**config.mk**
```make
export PLATFORM = sky130hd
export DESIGN_NAME = wb_copy_dma_flat
export DESIGN_NICKNAME = d
export VERILOG_FILES = /design/src/rtl/wb_copy_dma_if.sv /design/src/rtl/wb_copy_dma.sv /design/src/flat_wrapper.sv
export SDC_FILE = /design/constraint.sdc
export NUM_CORES = 1
export LEC_CHECK = 0
export BUFFER_PORTS_ARGS = -buffer_cell sky130_fd_sc_hd__buf_2
export CAP_MARGIN = 40
export CORE_MARGIN = 2
export CORE_UTILIZATION = 50
export DETAILED_ROUTE_END_ITERATION = 7
export PLACE_DENSITY = 0.74
export SKIP_LAST_GASP = 1
export SLEW_MARGIN = 20
export SYNTH_ARGS = -nofsm -noshare
export SYNTH_HDL_FRONTEND = slang
export SYNTH_SLANG_ARGS = --single-unit
```
**constraint.sdc**
```tcl
create_clock -name clk -period 7.98 [get_ports clk]
set_input_delay 0.798 -clock clk [delete_from_list [all_inputs] [get_ports clk]]
set_output_delay 0.798 -clock clk [all_outputs]
set_load 0.005 [all_outputs]
```
**src/rtl/wb_copy_dma_if.sv**
```systemverilog
// wb_copy_dma_if: Wishbone classic-cycle bus between the copy DMA master and a memory port
interface wb_copy_dma_if #(
    parameter int ADDR_W = 32
);
    logic [ADDR_W-1:0] adr;
    logic [31:0]       dat_w;
    logic [31:0]       dat_r;
    logic              we;
    logic              stb;
    logic              cyc;
    logic              ack;
    logic              stall;

    modport master(output adr, dat_w, we, stb, cyc, input dat_r, ack, stall);
    modport slave (input adr, dat_w, we, stb, cyc, output dat_r, ack, stall);
endinterface

```
**src/rtl/wb_copy_dma.sv**
```systemverilog
// wb_copy_dma: single-channel Wishbone master copying a block of words, one read then one write per word
module wb_copy_dma #(
    parameter int ADDR_W         = 32,
    parameter int LEN_W          = 16,
    parameter int TIMEOUT_CYCLES = 20
) (
    input  logic                clk,
    input  logic                rst,
    input  logic                start_i,
    input  logic [ADDR_W-1:0]   src_addr_i,
    input  logic [ADDR_W-1:0]   dst_addr_i,
    input  logic [LEN_W-1:0]    len_i,
    output logic                busy_o,
    output logic                done_o,
    output logic                err_o,
    output logic [LEN_W-1:0]    words_done_o,
    wb_copy_dma_if.master       wb
);
    localparam int TW = $clog2(TIMEOUT_CYCLES + 1);
    localparam logic [ADDR_W-1:0] ALIGN = ~ADDR_W'(3);

    typedef enum logic [2:0] {IDLE, RD, RD_GAP, WR, WR_GAP, DONE} state_t;

    state_t            r_state;
    logic [ADDR_W-1:0] r_src, r_dst, r_adr;
    logic [LEN_W-1:0]  r_rem, r_words;
    logic [TW-1:0]     r_tmo;
    logic [31:0]       r_wdat;
    logic              r_busy, r_done, r_err, r_cyc, r_stb, r_we;
    logic              w_expire;

    assign w_expire = r_tmo == TW'(TIMEOUT_CYCLES - 1);

    always_ff @(posedge clk or posedge rst) begin
        if (rst) begin
            r_state <= IDLE;
            r_src   <= '0;
            r_dst   <= '0;
            r_adr   <= '0;
            r_rem   <= '0;
            r_words <= '0;
            r_tmo   <= '0;
            r_wdat  <= '0;
            r_busy  <= 1'b0;
            r_done  <= 1'b0;
            r_err   <= 1'b0;
            r_cyc   <= 1'b0;
            r_stb   <= 1'b0;
            r_we    <= 1'b0;
        end else begin
            r_done <= 1'b0;
            case (r_state)
                IDLE: if (start_i) begin
                    r_src   <= src_addr_i & ALIGN;
                    r_dst   <= dst_addr_i & ALIGN;
                    r_rem   <= len_i;
                    r_words <= '0;
                    r_err   <= 1'b0;
                    r_busy  <= 1'b1;
                    r_tmo   <= '0;
                    if (len_i == '0) r_state <= DONE;
                    else begin
                        r_state <= RD;
                        r_cyc   <= 1'b1;
                        r_stb   <= 1'b1;
                        r_we    <= 1'b0;
                        r_adr   <= src_addr_i & ALIGN;
                    end
                end
                RD: if (wb.ack) begin
                    r_wdat  <= wb.dat_r;
                    r_cyc   <= 1'b0;
                    r_stb   <= 1'b0;
                    r_state <= RD_GAP;
                end else if (w_expire) begin
                    r_cyc   <= 1'b0;
                    r_stb   <= 1'b0;
                    r_err   <= 1'b1;
                    r_state <= DONE;
                end else r_tmo <= r_tmo + 1'b1;
                RD_GAP: begin
                    r_cyc   <= 1'b1;
                    r_stb   <= 1'b1;
                    r_we    <= 1'b1;
                    r_adr   <= r_dst;
                    r_tmo   <= '0;
                    r_state <= WR;
                end
                // Ack arriving on the expiry cycle still completes the word
                WR: if (wb.ack) begin
                    r_cyc   <= 1'b0;
                    r_stb   <= 1'b0;
                    r_we    <= 1'b0;
                    r_words <= r_words + 1'b1;
                    r_state <= WR_GAP;
                end else if (w_expire) begin
                    r_cyc   <= 1'b0;
                    r_stb   <= 1'b0;
                    r_we    <= 1'b0;
                    r_err   <= 1'b1;
                    r_state <= DONE;
                end else r_tmo <= r_tmo + 1'b1;
                WR_GAP: begin
                    r_src <= r_src + ADDR_W'(4);
                    r_dst <= r_dst + ADDR_W'(4);
                    r_rem <= r_rem - 1'b1;
                    if (r_rem == LEN_W'(1)) r_state <= DONE;
                    else begin
                        r_state <= RD;
                        r_cyc   <= 1'b1;
                        r_stb   <= 1'b1;
                        r_adr   <= r_src + ADDR_W'(4);
                        r_tmo   <= '0;
                    end
                end
                DONE: begin
                    r_done  <= 1'b1;
                    r_busy  <= 1'b0;
                    r_state <= IDLE;
                end
                default: r_state <= IDLE;
            endcase
        end
    end

    assign busy_o       = r_busy;
    assign done_o       = r_done;
    assign err_o        = r_err;
    assign words_done_o = r_words;
    assign wb.adr       = r_adr;
    assign wb.dat_w     = r_wdat;
    assign wb.we        = r_we;
    assign wb.stb       = r_stb;
    assign wb.cyc       = r_cyc;
endmodule

```
**src/flat_wrapper.sv**
```systemverilog
// flat-port wrapper written by rule: the top's interface ports become plain ports
module wb_copy_dma_flat 
#(
    parameter int ADDR_W         = 32,
    parameter int LEN_W          = 16,
    parameter int TIMEOUT_CYCLES = 20
)
  (clk, rst, start_i, src_addr_i, dst_addr_i, len_i, busy_o, done_o, err_o, words_done_o, wb_adr, wb_dat_w, wb_we, wb_stb, wb_cyc, wb_dat_r, wb_ack, wb_stall);
  wb_copy_dma_if #(.ADDR_W(ADDR_W)) wb_i ();
  input  logic clk;
  input  logic rst;
  input  logic start_i;
  input  logic [ADDR_W-1:0] src_addr_i;
  input  logic [ADDR_W-1:0] dst_addr_i;
  input  logic [LEN_W-1:0] len_i;
  output logic busy_o;
  output logic done_o;
  output logic err_o;
  output logic [LEN_W-1:0] words_done_o;
  output wire logic [$bits(wb_i.adr)-1:0] wb_adr;
  output wire logic [$bits(wb_i.dat_w)-1:0] wb_dat_w;
  output wire logic [$bits(wb_i.we)-1:0] wb_we;
  output wire logic [$bits(wb_i.stb)-1:0] wb_stb;
  output wire logic [$bits(wb_i.cyc)-1:0] wb_cyc;
  input wire logic [$bits(wb_i.dat_r)-1:0] wb_dat_r;
  input wire logic [$bits(wb_i.ack)-1:0] wb_ack;
  input wire logic [$bits(wb_i.stall)-1:0] wb_stall;
  assign wb_adr = wb_i.adr;
  assign wb_dat_w = wb_i.dat_w;
  assign wb_we = wb_i.we;
  assign wb_stb = wb_i.stb;
  assign wb_cyc = wb_i.cyc;
  assign wb_i.dat_r = wb_dat_r;
  assign wb_i.ack = wb_ack;
  assign wb_i.stall = wb_stall;
  wb_copy_dma #(.ADDR_W(ADDR_W), .LEN_W(LEN_W), .TIMEOUT_CYCLES(TIMEOUT_CYCLES)) u_core (.clk(clk), .rst(rst), .start_i(start_i), .src_addr_i(src_addr_i), .dst_addr_i(dst_addr_i), .len_i(len_i), .busy_o(busy_o), .done_o(done_o), .err_o(err_o), .words_done_o(words_done_o), .wb(wb_i));
endmodule
```
==> summary.txt <==
Status
  – Status: finished, final reports clean

Global route
  – Largest net degree at the start of global routing: 89
  – First-pass GRT wire length: 42.4 mm
  – Vias in the first global route: ~8200
  – Gr usage total: a little over a quarter
  – Total grt overflow: 0
  – Initial antenna violation count: 0

Worst setup path
  – Crit path largest cell delay: 0.91 ns
  – Critical Path RT: about 8.3 ns
  – Crit path buffers/inverters: 1
  – CP max stage cell: dfrtp_1
  – CP arrival: ~3.8 ns
  – Worst r2r src: u_core.r_state[2]$_DFFE_PP0N_
  – Critical path class: flip-flop to flip-flop
  – CP max FO: 77
  – Reg2Reg Setup Slack: roughly 4.5 ns
  – Cell mode on critical path: a211oi_1
  – Setup crit end kind: flip-flop
  – Launching element type of the critical path: flip-flop
  – Crit path max-delay family: simple AND/OR/NAND/NOR gates
  – Reg2Reg Capture Point: u_core.r_dst[19]$_DFFE_PP0P_
  – CP Cell Sequence: nor3b_2, buf_4, nand2_1, nor3_1, a211oi_1, a211oi_1
  – Worst r2r path cells: 6

Drt
  – Met3 WL: roughly 1.9 mm
  – DRT iter0 DRCs: between 700 and 800
  – Drt pass-1 iters: 5
  – Vias per inst: approximately 6.2
  – Metal-1 WL: around 11 mm
  – Final wirelength: 26.6 mm
  – Max Used Layer: met4
  – WL/cell: approximately 19 um
  – Met2 WL post-DR: between 10 and 15 mm
  – ANT nets after route: 0
  – Remaining DRCs: 0
  – DR vias: about 8700

Yosys
  – Synthesis Warnings: 0
  – Mux contribution to synthesized area: just over 7%
  – Mapped Nets: about 1100
  – Netlist cell types: 75
  – Largest family of logic cells by synthesized area: simple AND/OR/NAND/NOR gates
  – Mean Syn Cell Area: between 9 and 10 um2
  – Post-Synthesis Cells: roughly 990
  – #FFs+latches synth: roughly 170
  – EDFF count, synth: 0
  – Largest area contributor in the netlist: dfrtp_1
  – Post-Synth Simple-Gate Area: 21.0%
  – Ranking of synthesized cells by area: dfrtp_1, mux2_1, nand2_1
  – Post-synthesis adder-cell area fraction: 0.809%
  – Sequential area share after synthesis: a little under half
  – Mapped Area: between 0.009 and 0.01 mm2
  – Compound-cell area share of the yosys netlist: around 20%
  – Asr flop ratio synth: 100%
  – Synth top area share: 45.3%
  – Ys flop type: dfrtp_1
  – Synth Area in XOR/XNOR: roughly 2.2%

CTS
  – Sinks on Clock Net: 168
  – Clock Path Buffers: 2
  – Postcts setup bufs: 0
  – Clock root cell: clkbuf_16
  – H-Tree Depth: 4
  – Post_cts resized: 0
  – CTS tree: done
  – CTS buffer count: 17
  – Worst skew pair latency: about 0.44 ns
  – Post-CTS Hold Fix Bufs: 0
  – Reg clk slew, reported paths: 0.07 ns

Die
  – Chip width: roughly 140 um
  – Site row count: between 40 and 50
  – Die Ht: ~140 um
  – Die ar.: between 0.015 and 0.02 mm2
  – Starting Density: between 50% and 60%
  – Core area: ~0.018 mm2
  – Ports: 203

Power
  – Gate power share: roughly 40%
  – Reg power frac: approximately two fifths
  – Psw: around 1.7 mW
  – Leakage Power: around 4.7 nW
  – VDD IR max: between 0.2 and 0.25 mV
  – Clock power frac: 20.0%
  – Switching fraction of total power: between 40% and 50%
  – PwrDens: between 300 and 400 mW/mm2
  – Internal Pwr Total: approximately 2.4 mW

STA
  – RSZ-0062 raised after global routing: false
  – Fin crit period: around 3.4 ns
  – Fmax: slightly below 300 MHz
  – Relative slew slack: between 40% and 50%
  – Period utilization: 43.2%
  – Clock skew: around 0.011 ns
  – Worst-Margin Slew: approximately 0.86 ns
  – Final setup fails: 0
  – Max Slew Vio Count: 0
  – Final hold violation count: 0
  – Setup TNS: 0 ns

Final layout
  – Share of cells above drive strength 1: around a quarter
  – Area Overhead vs Synth: 18.7%
  – Most common cell after layout, fill and taps aside: buf_2
  – Finished Cell Area: roughly 0.011 mm2
  – Highest-count cells in the layout ignoring fill and taps: buf_2, dfrtp_1, nand2_1, nor2_1, mux2_1
  – Post-layout net count: 1272
  – Ant. Diodes: 0

Place
  – Hpwl dp: ~18 mm
  – Placed Area: roughly 0.010 mm2
  – Routability cong.: around 0.86
  – # port buffers: just under 200

Flow run
  – Max-cap violations: 0

Worst hold path
  – Hold Path Class: primary input to async pin
[cells by family (layout without fill, tap and decap cells)]
family	count (synthesis)	in the layout
buf+inv	89	264
mux	59	59
xor+xnor	23	23
flops	168	168
fa+ha+maj	6	6
compound gates	262	262
simple gates	380	380
[synthesized netlist by cell type (4+ instances only)]
library cell and number:
ha_1 6, a22o_1 5, mux2i_1 5, a21oi_1 40, o21ai_1 16, a211oi_1 11, mux2_1 49, nor2b_1 4
xor2_1 13, o31ai_1 5, or2_2 4, buf_1 11, o21ai_0 41, nand4_1 28, nor4_1 19, clkbuf_1 46
a31oi_1 9, a22oi_1 31, a311oi_1 15, nand3_1 46, or4_1 16, o211ai_1 25, nor2_1 84, nor3b_1 4
and3_1 12, o22ai_1 9, or3_1 7, mux2_2 4, inv_1 17, and4_1 8, a221oi_1 6, dfrtp_1 168
nor3_1 33, o311ai_1 8, nand2_1 84, buf_2 10, and2_1 11, nand2b_1 5, xnor2_1 10
[sequential cells by signal (all words and copies together) (netlist names)]
signal,cells
u_core.wb.dat_w,32
u_core.wb.adr,31
u_core.r_dst,30
u_core.r_src,30
u_core.r_rem,16
u_core.words_done_o,16
u_core.r_tmo,5
u_core.r_state,3
u_core.busy_o,1
u_core.done_o,1
u_core.err_o,1
u_core.wb.stb,1
u_core.wb.we,1
[how the worst max path moves through the flow]
stage                                   endpoint  slack, ns  depth (start not counted)                           from
floorplan              u_core.busy_o$_DFFE_PP0P_       2.64                          1                            rst
global placement    u_core.wb.adr[8]$_DFFE_PP0P_       4.68                          8                      len_i[10]
detailed placement  u_core.r_dst[22]$_DFFE_PP0P_       4.62                          6  u_core.r_state[2]$_DFFE_PP0N_
CTS                 u_core.r_dst[22]$_DFFE_PP0P_       4.59                          6  u_core.r_state[2]$_DFFE_PP0N_
global route        u_core.r_dst[19]$_DFFE_PP0P_       4.29                          6  u_core.r_state[2]$_DFFE_PP0N_
finish              u_core.r_dst[19]$_DFFE_PP0P_       4.53                          6  u_core.r_state[2]$_DFFE_PP0N_
[power by group through the flow]
stage               sequential (mW)  clock (mW)  combinational [mW]
global placement               1.62           0                1.56
floorplan                      1.51           0                1.17
CTS                            1.63       0.833                1.62
finish                         1.64       0.819                1.63
detailed placement             1.64           0                1.61
global route                   1.70       0.868                1.81
[cell type report]
class | count | area (um2)
Multi-Input combinational cell | 730 | 4730
Sequential cell | 168 | 4200
Fill cell | 1543 | 7060
Inverter | 18 | 72.6
Tap cell | 229 | 287
Clock inverter | 15 | 144
Clock buffer | 17 | 425
Timing Repair Buffer | 214 | 1160
[worst register-to-register path, stage by stage (launching register included)]
cell,delay (ns)
dfrtp_1,0.91
nor3b_2,0.33
buf_4,0.67
nand2_1,0.48
nor3_1,0.59
a211oi_1,0.16
a211oi_1,0.23
[through the flow]
stage               power (mW)  hold slack, ns  setup WS (ns)  std cells  util, %
finish                    4.09           0.242           4.53       1391     61.0
global route              4.38           0.228           4.29       1391     61.0
CTS                       4.08           0.485           4.59       1387     60.6
detailed placement        3.25           0.469           4.62       1355     57.5
global placement          3.18           0.459           4.68       1354     57.3
floorplan                 2.68           0.438           2.64        987        -
[metal layers]
layer | vias to the layer above | GRT usage (%)
met1 | 4198 | 37.2
met2 | 356 | 42.3
met3 | 56 | 5.74
li1 | 4060 | -
met5 | - | 0
met4 | 0 | 9.57
Power figures use the tool's default switching activity.
